--- config.mk ---
export PLATFORM = sky130hd
export DESIGN_NAME = arbitro_memoria_dados
export DESIGN_NICKNAME = d
export VERILOG_FILES = /design/src/rtl/arbitro_memoria_dados_pkg.sv /design/src/rtl/arbitro_memoria_dados_seletor_rr.sv /design/src/rtl/arbitro_memoria_dados.sv
export SDC_FILE = /design/constraint.sdc
export NUM_CORES = 1
export LEC_CHECK = 0
export CORE_MARGIN = 1
export CORE_UTILIZATION = 40
export CTS_BUF_LIST = sky130_fd_sc_hd__clkbuf_4
export DETAILED_ROUTE_END_ITERATION = 8
export HOLD_SLACK_MARGIN = 0.03
export PLACE_DENSITY = 0.77
export SETUP_SLACK_MARGIN = 0.3
export SLEW_MARGIN = 20
export SYNTH_ARGS = -nofsm -noshare
export SYNTH_HDL_FRONTEND = slang
export SYNTH_SLANG_ARGS = --single-unit
--- constraint.sdc ---
create_clock -name Clock -period 1.7 [get_ports Clock]
set_input_delay 0.34 -clock Clock [delete_from_list [all_inputs] [get_ports Clock]]
set_output_delay 0.34 -clock Clock [all_outputs]
set_load 0.01 [all_outputs]
--- src/rtl/arbitro_memoria_dados_pkg.sv ---
// Shared definitions for the data-memory arbiter: default width, FSM states and port ids.
package arbitro_memoria_dados_pkg;

  localparam int unsigned LARG_PADRAO = 8;

  typedef enum logic [1:0] {
    OCIOSO   = 2'd0,
    ACESSO   = 2'd1,
    RESPOSTA = 2'd2
  } estado_t;

  localparam logic PORTA0 = 1'b0;
  localparam logic PORTA1 = 1'b1;

endpackage

--- src/rtl/arbitro_memoria_dados_seletor_rr.sv ---
// Combinational winner selection between the two requesters (fixed priority or round-robin).
module arbitro_memoria_dados_seletor_rr
  import arbitro_memoria_dados_pkg::*;
#(
  parameter bit PRIORIDADE_FIXA = 1'b0
) (
  input  logic req0,
  input  logic req1,
  input  logic ultimo,
  output logic valido_c,
  output logic vencedor_c
);

  // On a tie, round-robin hands the grant to the port not served last.
  always_comb begin
    valido_c   = req0 | req1;
    vencedor_c = PORTA0;
    if (req0 && req1) begin
      vencedor_c = PRIORIDADE_FIXA ? PORTA0 : ~ultimo;
    end else if (req1) begin
      vencedor_c = PORTA1;
    end
  end

endmodule

--- src/rtl/arbitro_memoria_dados.sv ---
// Two-port arbiter/sequencer for the shared data memory: one strobed access per grant,
// followed by a one-cycle acknowledge to the winning port.
module arbitro_memoria_dados
  import arbitro_memoria_dados_pkg::*;
#(
  parameter bit          PRIORIDADE_FIXA = 1'b0,
  parameter int unsigned LARG            = LARG_PADRAO
) (
  input  logic            Clock,
  input  logic            Reset,
  input  logic            Req0,
  input  logic            Esc0,
  input  logic [LARG-1:0] End0,
  input  logic [LARG-1:0] Dado0,
  output logic            Ack0,
  input  logic            Req1,
  input  logic            Esc1,
  input  logic [LARG-1:0] End1,
  input  logic [LARG-1:0] Dado1,
  output logic            Ack1,
  output logic [LARG-1:0] DadoLido,
  output logic [LARG-1:0] Endereco,
  output logic [LARG-1:0] DadoEscritoMem,
  output logic            EscMem,
  output logic            LerMem,
  input  logic [LARG-1:0] DadoLidoMem,
  output logic            Ocupado
);

  estado_t estado;
  logic    ultimo;
  logic    valido_c;
  logic    vencedor_c;

  arbitro_memoria_dados_seletor_rr #(
    .PRIORIDADE_FIXA(PRIORIDADE_FIXA)
  ) seletor_rr (
    .req0      (Req0),
    .req1      (Req1),
    .ultimo    (ultimo),
    .valido_c  (valido_c),
    .vencedor_c(vencedor_c)
  );

  // ultimo doubles as the id of the port currently being served.
  always_ff @(posedge Clock or posedge Reset) begin
    if (Reset) begin
      estado         <= OCIOSO;
      ultimo         <= PORTA1;
      Ack0           <= 1'b0;
      Ack1           <= 1'b0;
      DadoLido       <= '0;
      Endereco       <= '0;
      DadoEscritoMem <= '0;
      EscMem         <= 1'b0;
      LerMem         <= 1'b0;
      Ocupado        <= 1'b0;
    end else begin
      case (estado)
        OCIOSO: begin
          if (valido_c) begin
            estado  <= ACESSO;
            ultimo  <= vencedor_c;
            Ocupado <= 1'b1;
            if (vencedor_c == PORTA1) begin
              Endereco       <= End1;
              DadoEscritoMem <= Dado1;
              EscMem         <= Esc1;
              LerMem         <= ~Esc1;
            end else begin
              Endereco       <= End0;
              DadoEscritoMem <= Dado0;
              EscMem         <= Esc0;
              LerMem         <= ~Esc0;
            end
          end
        end
        ACESSO: begin
          // Memory read data settled on the falling edge; the write commits on this edge.
          EscMem <= 1'b0;
          LerMem <= 1'b0;
          if (LerMem) begin
            DadoLido <= DadoLidoMem;
          end
          Ack0   <= (ultimo == PORTA0);
          Ack1   <= (ultimo == PORTA1);
          estado <= RESPOSTA;
        end
        RESPOSTA: begin
          Ack0    <= 1'b0;
          Ack1    <= 1'b0;
          Ocupado <= 1'b0;
          estado  <= OCIOSO;
        end
        default: begin
          estado <= OCIOSO;
        end
      endcase
    end
  end

endmodule

# Word-level counts from Yosys, hierarchy flattened
# Index checks and enable logic that the tools add are counted.
# totals
ff_bits	32
latch_bits	0
ramBits	0
romBits	0
elab_cells	42
n_memories	0
# classes
addsub	0
multipliers	0
n_div	0
magnitude_cmp	0
n_eq_ne	3
shifts	0
muxes	16
bitwise_logic	4
reduce_logical	9
# op_table
cell	n
$mux 8	2
$pmux 1 s2	5
$reduce_and 2->1	4
$mux 1	7
$reduce_bool 2->1	3
$pmux 2 s2	1
$not 1->1	3
$eq 2x1->1 const B	1
$eq 2x2->1 const B	1
$logic_not 2->1	1
$mux 2	1
$ne 2x1->1 const B	1
$logic_and 1x1->1	1
$or 1x1->1	1

# Logic depth before layout (Yosys ltp)
# Gate-level depths: netlist (run 1).
# depth
depth_word	5
depth_mapped	6
mapped_depth_nobuf	5

# Modules after synthesis
# From an unflattened synthesis (run 1), not the netlist that was laid out.
# hier_totals
cells_unflattened	130
hier_area_um2	1503.9
# modules_own_cells
mod	instances	cells_each	area_per_inst_um2
arbitro_memoria_dados	1	128	1490.2
arbitro_memoria_dados_seletor_rr	1	2	13.8

# Worst setup path before layout (run 1)
# No wires, ideal clock.
# synth_timing
path_kind	reg-to-reg
from	register estado[0]
to	register estado[0]
setup_time_ns	0.125
arrival_time_ns	1.319
required_time_ns	1.575
path_slack_ns	0.256
path_stages_with_launch	5
path_buffers	0
synth_period_minus_slack_ns	1.444
cell_sequence	dfrtp_1 inv_1 ha_1 nor3b_2 mux2_2
# synth_via
elab_chain_cells	2
# synth_rtl
item	line_no	source
start: declaration	arbitro_memoria_dados.sv:30	estado_t estado;
start signal: assignment	arbitro_memoria_dados.sv:48	estado <= OCIOSO;
start signal: assignment	arbitro_memoria_dados.sv:62	estado <= ACESSO;
start signal: assignment	arbitro_memoria_dados.sv:87	estado <= RESPOSTA;
$eq 2x1->1 / $logic_not 2->1 (equally long branches)	arbitro_memoria_dados.sv:59	case (estado)
$pmux 2 s2 / $ne 2x1->1 (equally long branches)	--	
# Several ways; a longest one is shown, not always the timed one.
# A chain may end at the register's enable or synchronous reset.

# Worst setup path after layout (run 1)
# layout_timing
from	register estado[1]
to	register estado[0]
# Same word-level chain as after synthesis.

==> results.md, run 1 <==
- Status: finished clean
- # diodes: 0
- Post-DP Area: about 2300 um2
- Setup Crit Path Kind: reg2reg
- 1st-iter DRT viols: 14
- Mapped Avg Cell Area: approximately 12 um2
- Share of layout cells above drive strength 1: 22.37%
- Min Clock Period, post-route: around 1.4 ns
- Die outline width: roughly 62 um
- Initial antenna violation count: 0
- Mapped Cells: approximately 120
- Least-Margin Pin Slew: 0.3886 ns
- P per Cell Area: 1557 nW/um2
- CTS H-tree lvls: 2
- LEAKAGE: roughly 1.2 nW
- Overall routed net length: roughly 3700 um
- Slew headroom: 74.09%
- Residual DRC: 0
- Pre-Repair DR Iteration Count: 4
- Most common cell after layout, fill and taps aside: clkdlybuf4s50_1
- Root Buffer: clkbuf_4
- TritonCTS clock tree: done
- Initial Util: ~43%
- Yosys warns: 0
- DIE AREA: between 3000 and 4000 um2
- Remaining global-route overflow: 0
- Crit path DAT: 1.61 ns
- Area of the mapped netlist: approximately 1500 um2
- Vias in the first global route: around 1,300
- Final instance area: 2504 um2
- Vias: 1,272
- Layout net count: ~270
- Cell variety after synth: 22
- CTS Sinks: 32
- Reg clk slew, reported paths: 0.09 ns
- Most frequent cells in the layout: clkdlybuf4s50_1 (44), dfrtp_1 (31), dlygate4sd2_1 (26)
- DR WL/cell: roughly 14 um
- Final Setup Violations: 0
- PortBufs: between 70 and 80
- CTS buffer count: 5
- Top-level I/O count: 75
- Synth Register Bits: 32
- Hpwl dp: roughly 2700 um
- Post-Syn Nets: about 170
- Largest net degree at the start of global routing: 33
- CP required: 1.91 ns
- Unrepaired setup endpoints after global routing: true
- Max cap viols: 0
- Hold_buf cts: 0
- Worst-Skew Late Latency: approximately 0.32 ns
- Area Overhead vs Synth: 71.61%
- Fin. Hold Viols: 0
- Core Region: between 3000 and 4000 um2
- Worst VDD drop: roughly 0.87 mV
- Die Ht: between 60 and 70 um
- Crit start category: flip-flop
- Antenna Nets Post-Route: 0
- GPL Wtd Cong: 0.7389
- Hold Crit Class: in2async
- Skew final: between 0.003 and 0.004 ns
- Fin util: 73.30%
- Final-report max-slew violation count: 0
- Via density: 4.800
- Largest fanout on the critical path: 5
- Maximum clock rate: 715.8 MHz
- Crit share post-route: 82.18%
- Maximum buffer depth of the clock tree: 2
- GRT Util Overall: between 10% and 20%
- Row count: 21
- Worst setup EP type: flip-flop
- Sequential fraction of the synthesis area: between 50% and 60%
- First-pass GRT wire length: about 6000 um
-- cells in the mapped netlist --
| cell type | n | area, um2 |
|---|---|---|
| dfrtp_1 | 31 | 775.7 |
| nand2_1 | 18 | 67.56 |
| mux2i_1 | 16 | 160.2 |
| mux2_2 | 11 | 123.9 |
| o21ai_1 | 10 | 50.05 |
| o21ai_0 | 9 | 45.04 |
| ha_1 | 4 | 50.05 |
| inv_1 | 4 | 15.01 |
| clkbuf_1 | 3 | 11.26 |
| nor2_1 | 3 | 11.26 |
| a21oi_1 | 2 | 10.01 |
| buf_6 | 2 | 22.52 |
| a21bo_1 | 1 | 10.01 |
| a21boi_2 | 1 | 11.26 |
| a31oi_1 | 1 | 6.260 |
| dfstp_2 | 1 | 26.28 |
| mux2_4 | 1 | 15.01 |
| nand3b_1 | 1 | 7.510 |
| nor2b_1 | 1 | 6.260 |
| nor3b_2 | 1 | 12.51 |
| o21ai_2 | 1 | 8.760 |
| o31ai_2 | 1 | 12.51 |
-- through the flow --
stage	setup slack, ns	instances	hold slack (ns)	total power, mW	setup TNS, ns
final	0.3029	265	0.3841	3.898	0
after CTS	0.3049	258	0.3896	3.733	0
after floorplan	0.3077	123	0.4130	2.279	0
after global routing	0.2544	265	0.4186	4.192	0
after detailed placement	-0.01762	247	0.4723	3.346	-0.04821
after global placement	0.01792	247	0.4653	3.264	0
-- worst max-delay path: stages (launching register included) --
cell and delay (ns):
dfrtp_1 0.41, inv_2 0.10, ha_4 0.16, nor3b_4 0.28
mux2_4 0.33
-- what timing repair did --
| action | in CTS | in global routing |
|---|---|---|
| buffers inserted | 3 | 6 |
| gates cloned | 0 | 1 |
| pin swaps | 0 | 4 |
| resized for setup | 34 | 13 |
| setup endpoints to repair | 41 | 25 |
-- report_power, final --
group	leakage (nW)	internal (mW)	switching [mW]
Combinational	0.755	1.11	0.891
Sequential	0.387	1.15	0.207
Clock	0.0403	0.300	0.244
-- cell families after synthesis --
| kind of cell | share of synthesized area [%] |
|---|---|
| flip-flops | 54.97 |
| AO/OA/AOI/OAI | 10.55 |
| buffers and inverters | 3.344 |
| multiplexers | 20.50 |
| AND/OR/NAND/NOR | 7.204 |
| adder cells (fa/ha/maj) | 3.431 |
-- flip-flops by register name, indices dropped and copies added (netlist names) --
name	flops
DadoLido	8
DadoEscritoMem	8
EscMem	1
estado	2
Ack1	1
Endereco	8
ultimo	1
LerMem	1
Ack0	1
Ocupado	1
-- layer usage --
layer | part of all wire [%] | routed length [um] | global-route usage (%)
met5 | 0 | 0 | 0
met4 | 0.74 | 27 | 6.977
met3 | 4.2 | 152 | 5.292
met2 | 57 | 2073 | 37.36
met1 | 38 | 1403 | 21.07
-- worst paths after layout --
path                       cells past startpoint  slack, ns         startpoint                 to
hold / removal                                 3       0.38              Reset  DadoEscritoMem[4]
min in group Clock                             4       0.47               Req1             ultimo
setup reg to reg                               4       0.30          estado[1]          estado[0]
setup / recovery                               4       0.30          estado[1]          estado[0]
hold reg to reg                                2       0.49  DadoEscritoMem[3]  DadoEscritoMem[3]
max in group asynchronous                      3       0.99              Reset             ultimo
-- area by class of cell --
type | count | area [um2]
Timing Repair Buffer | 93 | 899.6
Clock inverter | 3 | 37.54
Sequential cell | 32 | 802.0
Clock buffer | 5 | 37.54
Inverter | 4 | 15.01
Multi-Input combinational cell | 82 | 654.4
Fill cell | 251 | 912.1
Tap cell | 46 | 57.56
(Power assumes the default switching activity.)
==> inputs of run 2 (changes only) <==
CORE_UTILIZATION = 37   (was 40)
PLACE_DENSITY = 0.75   (was 0.77)
clock period = 1.16 ns   (was 1.7 ns; I/O delays follow)
==> results.md, run 2 (synthesized netlist as in run 1, its figures left out) <==
- Status: complete, but fails checks (was finished clean)
- Failing checks: setup timing
- Initial antenna violation count: 0 (unchanged)
- Skew final: 0.006777 ns (was 0.003678 ns)
- Pre-Repair DR Iteration Count: 4 (unchanged)
- # diodes: 0 (unchanged)
- Reg clk slew, reported paths: 0.10 ns (was 0.09 ns)
- Core Region: 3716 um2 (was 3416 um2)
- Met2 Track Usage GR: 34.77% (was 37.36%)
- Crit start category: flip-flop (unchanged)
- Crit share post-route: 119.4% (was 82.18%)
- Root Buffer: clkbuf_4 (unchanged)
- Most frequent cells in the layout: clkdlybuf4s50_1 (45), dfrtp_1 (31), buf_4 (30) (was clkdlybuf4s50_1 (44), dfrtp_1 (31), dlygate4sd2_1 (26))
- Largest net degree at the start of global routing: 33 (unchanged)
- Sequential Power Share: 32.7% (was 34.7%)
- Largest fanout on the critical path: 4 (was 5)
- FF-to-FF Start: estado[0] (was estado[1])
- Die Ht: 64.80 um (was 62.39 um)
- LEAKAGE: 1.226 nW (was 1.183 nW)
- Maximum clock rate: 721.9 MHz (was 715.8 MHz)
- 1st-iter DRT viols: 27 (was 14)
- Maximum buffer depth of the clock tree: 2 (unchanged)
- Flop-to-flop setup slack: -0.23 ns (was 0.30 ns)
- Non-Filler Instances: 285 (was 265)
- P per Cell Area: 2349 nW/um2 (was 1557 nW/um2)
- Final hold slack: 0.2769 ns (was 0.3841 ns)
- Crit path DAT: 1.65 ns (was 1.61 ns)
- Share of layout cells above drive strength 1: 42.19% (was 22.37%)
- P_sw: 2.161 mW (was 1.341 mW)
- DIE AREA: 4198 um2 (was 3893 um2)
- Cell Int Power: 3.879 mW (was 2.557 mW)
- CTS Sinks: 32 (unchanged)
- DR WL/cell: 13.65 um (was 13.80 um)
- Layout net count: 286 (was 268)
- Least-Margin Pin Slew: 0.3041 ns (was 0.3886 ns)
- Comb pwr share: 57.4% (was 51.4%)
- GPL Wtd Cong: 0.8197 (was 0.7389)
- Overall power: 6.040 mW (was 3.898 mW)
- Post-route setup TNS: -3.914 ns (was 0 ns)
- Layout fillers: 284 (was 251)
- Vias: 1,324 (was 1,272)
- Initial Util: 39.26% (was 42.71%)
- Fin util: 69.19% (was 73.30%)
- Setup Crit Path Kind: reg2reg (unchanged)
- Overall routed net length: 3890 um (was 3656 um)
- Final-report max-slew violation count: 0 (unchanged)
- M3 GR Usage: 4.049% (was 5.292%)
- Fin. Hold Viols: 0 (unchanged)
- Residual DRC: 0 (unchanged)
- Unrepaired setup endpoints after global routing: true (unchanged)
- Worst setup EP type: flip-flop (unchanged)
- Via density: 4.646 (was 4.800)
- Max cap viols: 0 (unchanged)
- FF-to-FF End: EscMem (was estado[0])
- Worst-Skew Late Latency: 0.32 ns (about the same)
- Antenna Nets Post-Route: 0 (unchanged)
- Dpl cells: 256 (was 247)
- CTS H-tree lvls: 2 (unchanged)
- Switching Share: 35.77% (was 34.40%)
- CTS buffer count: 5 (unchanged)
- Met1 Use GR: 21.11% (was 21.07%)
- Clock share of power: 9.9% (was 14.0%)
- Most common cell after layout, fill and taps aside: clkdlybuf4s50_1 (unchanged)
- Worst VDD drop: 1.195 mV (was 0.8735 mV)
- Slew headroom: 79.71% (was 74.09%)
- Vias in the first global route: 1,313 (was 1,255)
- TritonCTS clock tree: done (unchanged)
- Die outline width: 64.80 um (was 62.39 um)
- R2R cell count: 6 (was 4)
- Hold Crit Class: in2async (unchanged)
- Remaining global-route overflow: 0 (unchanged)
- Min Clock Period, post-route: 1.385 ns (was 1.397 ns)
- Row count: 22 (was 21)
- Area Overhead vs Synth: 76.24% (was 71.61%)
- First-pass GRT wire length: 6058 um (was 5837 um)
- Final Setup Violations: 30 (was 0)
- PortBufs: 74 (unchanged)
- Largest registers: DadoEscritoMem: 8 flops, DadoLido: 8 flops, Endereco: 8 flops (unchanged)
- Busiest grt layer: met2 (unchanged)
- CP required: 1.42 ns (was 1.91 ns)
- Worst setup path startpoint: estado[0] (was estado[1])
- Final setup margin: -0.2253 ns (was 0.3029 ns)
- Hpwl dp: 2706 um (was 2687 um)
- GRT Util Overall: 19.21% (was 19.83%)
- Top-level I/O count: 75 (unchanged)
## run 2: how the worst max path moves through the flow
stage,end,cells past startpoint,slack (ns)
5_1_grt,EscMem,6,-0.30
6_report,EscMem,6,-0.23
4_1_cts,EscMem,6,-0.20
3_3_place_gp,DadoEscritoMem[4],5,-0.43
3_5_place_dp,DadoEscritoMem[2],5,-0.46
2_1_floorplan,estado[0],4,-0.16
## run 2: cell type report
type,instances,area [um2],share of cell area (%)
Clock inverter,3,13.76,0.5353
Clock buffer,5,37.54,1.460
Inverter,4,18.77,0.7299
Timing Repair Buffer,111,952.2,37.03
Sequential cell,32,802.0,31.19
Tap cell,48,60.06,2.336
Multi-Input combinational cell,82,686.9,26.72
## run 2: what timing repair did
item                       in CTS  in global routing
setup buffers                  15                  4
pin swaps                       4                  1
cloned                          2                  0
resized for setup             131                 11
setup endpoints to repair      61                 61
hold buffers                    0                  0
## run 2: worst max-delay path, stage by stage, from the launching register on
cell and delay (ns):
dfrtp_1 0.42, inv_2 0.09, ha_4 0.12, nor3b_4 0.30, buf_4 0.18, o21ai_2 0.04
a21bo_1 0.17
## run 2: per-stage QoR
step	setup slack, ns	instance area, um2
after floorplan	-0.1615	1513
after global placement	-0.4304	2400
after detailed placement	-0.4637	2400
after CTS	-0.1974	2492
after global routing	-0.2967	2571
final	-0.2253	2571
## run 2: routing by layer
layer  part of all wire (%)  vias up
met4                    2.1        0
met2                     55       42
met5                      0        -
li1                       -      653
met3                    4.8        7
met1                     38      622
## run 2: power by group through the flow
stage	Clock, mW	Combinational, mW	Sequential, mW
after floorplan	0	1.29	2.22
after global placement	0	3.01	1.97
after detailed placement	0	3.10	2.00
after CTS	0.612	3.23	1.95
after global routing	0.673	3.77	2.04
final	0.597	3.47	1.97
==> inputs of run 3 (changes only) <==
CORE_ASPECT_RATIO = 0.7   (was default)
==> results.md, run 3 (synthesized netlist as in run 1, its figures left out) <==
- Largest fanout on the critical path: 4 (unchanged)
- Least-Margin Pin Slew: 0.3028 ns (was 0.3041 ns)
- Worst VDD drop: 1.220 mV (was 1.195 mV)
- Skew final: 0.008800 ns (was 0.006777 ns)
- Remaining global-route overflow: 0 (unchanged)
- Dpl cells: 259 (was 256)
- GPL Wtd Cong: 0.7597 (was 0.8197)
- Final Setup Violations: 31 (was 30)
- CTS buffer count: 5 (unchanged)
- Clock share of power: 9.2% (was 9.9%)
- Final instance area: 2619 um2 (was 2571 um2)
- Hold_buf cts: 0 (unchanged)
- Sequential Power Share: 32.2% (was 32.7%)
- Row count: 18 (was 22)
- Share of layout cells above drive strength 1: 42.92% (was 42.19%)
- P per Cell Area: 2361 nW/um2 (was 2349 nW/um2)
- Unrepaired setup endpoints after global routing: true (unchanged)
- Maximum clock rate: 716.3 MHz (was 721.9 MHz)
- GRT Util Overall: 19.86% (was 19.21%)
- PortBufs: 74 (unchanged)
- Top-level I/O count: 75 (unchanged)
- Overall routed net length: 4132 um (was 3890 um)
- DIE AREA: 4202 um2 (was 4198 um2)
- Residual DRC: 0 (unchanged)
- P_sw: 2.235 mW (was 2.161 mW)
- Crit start category: flip-flop (unchanged)
- Via density: 4.734 (was 4.646)
- Maximum buffer depth of the clock tree: 2 (unchanged)
- R2R cell count: 4 (was 6)
- Hpwl dp: 2832 um (was 2706 um)
- Vias in the first global route: 1,309 (was 1,313)
- Die outline width: 77.05 um (was 64.80 um)
- Setup Crit Path Kind: reg2reg (unchanged)
- Worst-Skew Late Latency: 0.33 ns (was 0.32 ns)
- Failing checks: setup timing (unchanged)
- Initial Util: 39.99% (was 39.26%)
- Core Region: 3649 um2 (was 3716 um2)
- First-pass GRT wire length: 6113 um (was 6058 um)
- Most common cell after layout, fill and taps aside: clkdlybuf4s50_1 (unchanged)
- Most frequent cells in the layout: clkdlybuf4s50_1 (45), dfrtp_1 (31), buf_4 (30) (unchanged)
- Fin. Hold Viols: 0 (unchanged)
- CTS H-tree lvls: 2 (unchanged)
- Comb pwr share: 58.6% (was 57.4%)
- Largest net degree at the start of global routing: 18 (was 33)
- Non-Filler Instances: 290 (was 285)
- Reg clk slew, reported paths: 0.10 ns (about the same)
- Vias: 1,373 (was 1,324)
- Fin util: 71.78% (was 69.19%)
- Final hold slack: 0.2634 ns (was 0.2769 ns)
- Critical Path, Cell by Cell: inv_2 > ha_4 > nor3b_4 > mux2_4 (was inv_2 > ha_4 > nor3b_4 > buf_4 > o21ai_2 > a21bo_1)
- Cell Int Power: 3.947 mW (was 3.879 mW)
- Post-route setup TNS: -4.182 ns (was -3.914 ns)
- Root Buffer: clkbuf_4 (unchanged)
- Min Clock Period, post-route: 1.396 ns (was 1.385 ns)
- Final setup margin: -0.2361 ns (was -0.2253 ns)
- Layout net count: 290 (was 286)
- Max cap viols: 0 (unchanged)
- Status: complete, but fails checks (unchanged)
- Critical path's slowest cell: dfrtp_1 (unchanged)
- Largest registers: DadoEscritoMem: 8 flops, DadoLido: 8 flops, Endereco: 8 flops (unchanged)
- Crit share post-route: 120.3% (was 119.4%)
- Worst setup EP type: flip-flop (unchanged)
- Dpl ws: -0.4879 ns (was -0.4637 ns)
- Slew headroom: 79.79% (was 79.71%)
- CP required: 1.38 ns (was 1.42 ns)
- Flop-to-flop setup slack: -0.24 ns (was -0.23 ns)
- Final-report max-slew violation count: 0 (unchanged)
- Hold Crit Class: in2async (unchanged)
- TritonCTS clock tree: done (unchanged)
- Switching Share: 36.16% (was 35.77%)
- Overall power: 6.182 mW (was 6.040 mW)
- Pre-Repair DR Iteration Count: 4 (unchanged)
- FF-to-FF End: estado[1] (was EscMem)
- Area Overhead vs Synth: 79.50% (was 76.24%)
- Post-DP Area: 2397 um2 (was 2400 um2)
- Max incr delay on CP: 0.43 ns (was 0.42 ns)
- Crit path DAT: 1.61 ns (was 1.65 ns)
- Die Ht: 54.54 um (was 64.80 um)
- # diodes: 0 (unchanged)
- DR WL/cell: 14.25 um (was 13.65 um)
- CTS Sinks: 32 (unchanged)
- Initial antenna violation count: 0 (unchanged)
- LEAKAGE: 1.242 nW (was 1.226 nW)
- Critical Path Sink: estado[1] (was EscMem)
- 1st-iter DRT viols: 49 (was 27)
- FF-to-FF Start: estado[0] (unchanged)
- Worst setup path startpoint: estado[0] (unchanged)
- Antenna Nets Post-Route: 0 (unchanged)
[run 3: changes by cell type in the layout (fill, tap and decap cells not counted)]
cell | previous run | this run
o21ai_1 | 12 | 11
o21ai_2 | 2 | 3
buf_2 | 24 | 23
buf_12 | 2 | 1
clkinv_2 | 2 | 0
o21ai_4 | 1 | 2
clkinv_1 | 1 | 2
buf_6 | 9 | 14
[run 3: layout make-up]
type                    instances  area [um2]
fillers                       264        1030
repair buffers                114       983.4
flip-flops and latches         32       802.0
multi-input cells              83       706.9
well taps                      50       62.56
clock buffers                   5       37.54
inverters                       4       18.77
clock inverters                 2       7.507
[run 3: metal layers]
layer	track usage, %	vias up	share of wire (%)
met5	0	-	0
met4	12.26	0	1.7
met3	4.833	9	6.1
met2	36.31	49	50
met1	21.91	653	43
li1	-	662	-
[run 3: how the worst min path moves through the flow]
| stage | end | cells after the start | start | slack [ns] |
|---|---|---|---|---|
| finish | Endereco[5] | 3 | Reset | 0.26 |
| global route | estado[1] | 3 | Reset | 0.25 |
| CTS | estado[1] | 3 | Reset | 0.26 |
| detailed placement | DadoEscritoMem[1] | 2 | DadoEscritoMem[1] | 0.47 |
| global placement | Endereco[7] | 2 | Endereco[7] | 0.47 |
| floorplan | Ack0 | 1 | Reset | 0.16 |
[run 3: what timing repair did]
action | in CTS | in global routing
resized for setup | 137 | 15
setup endpoints to repair | 61 | 61
pin swaps | 2 | 1
buffers inserted | 8 | 11
gates cloned | 5 | 0
[run 3: worst max-delay path: cells and delay by family, from the launching register on]
kind                       cells  cell delay, ns
muxes                          1            0.33
and+or+nand+nor                1            0.30
buffers and inverters          1            0.09
DFF                            1            0.43
adders and majority gates      1            0.13
[run 3: power groups by stage]
stage,combinational [mW],sequential (mW),clock [mW]
after floorplan,1.29,2.22,0
after global placement,3.00,1.96,0
after CTS,3.15,1.96,0.592
after global routing,3.88,2.06,0.648
after detailed placement,3.09,2.00,0
final,3.62,1.99,0.567
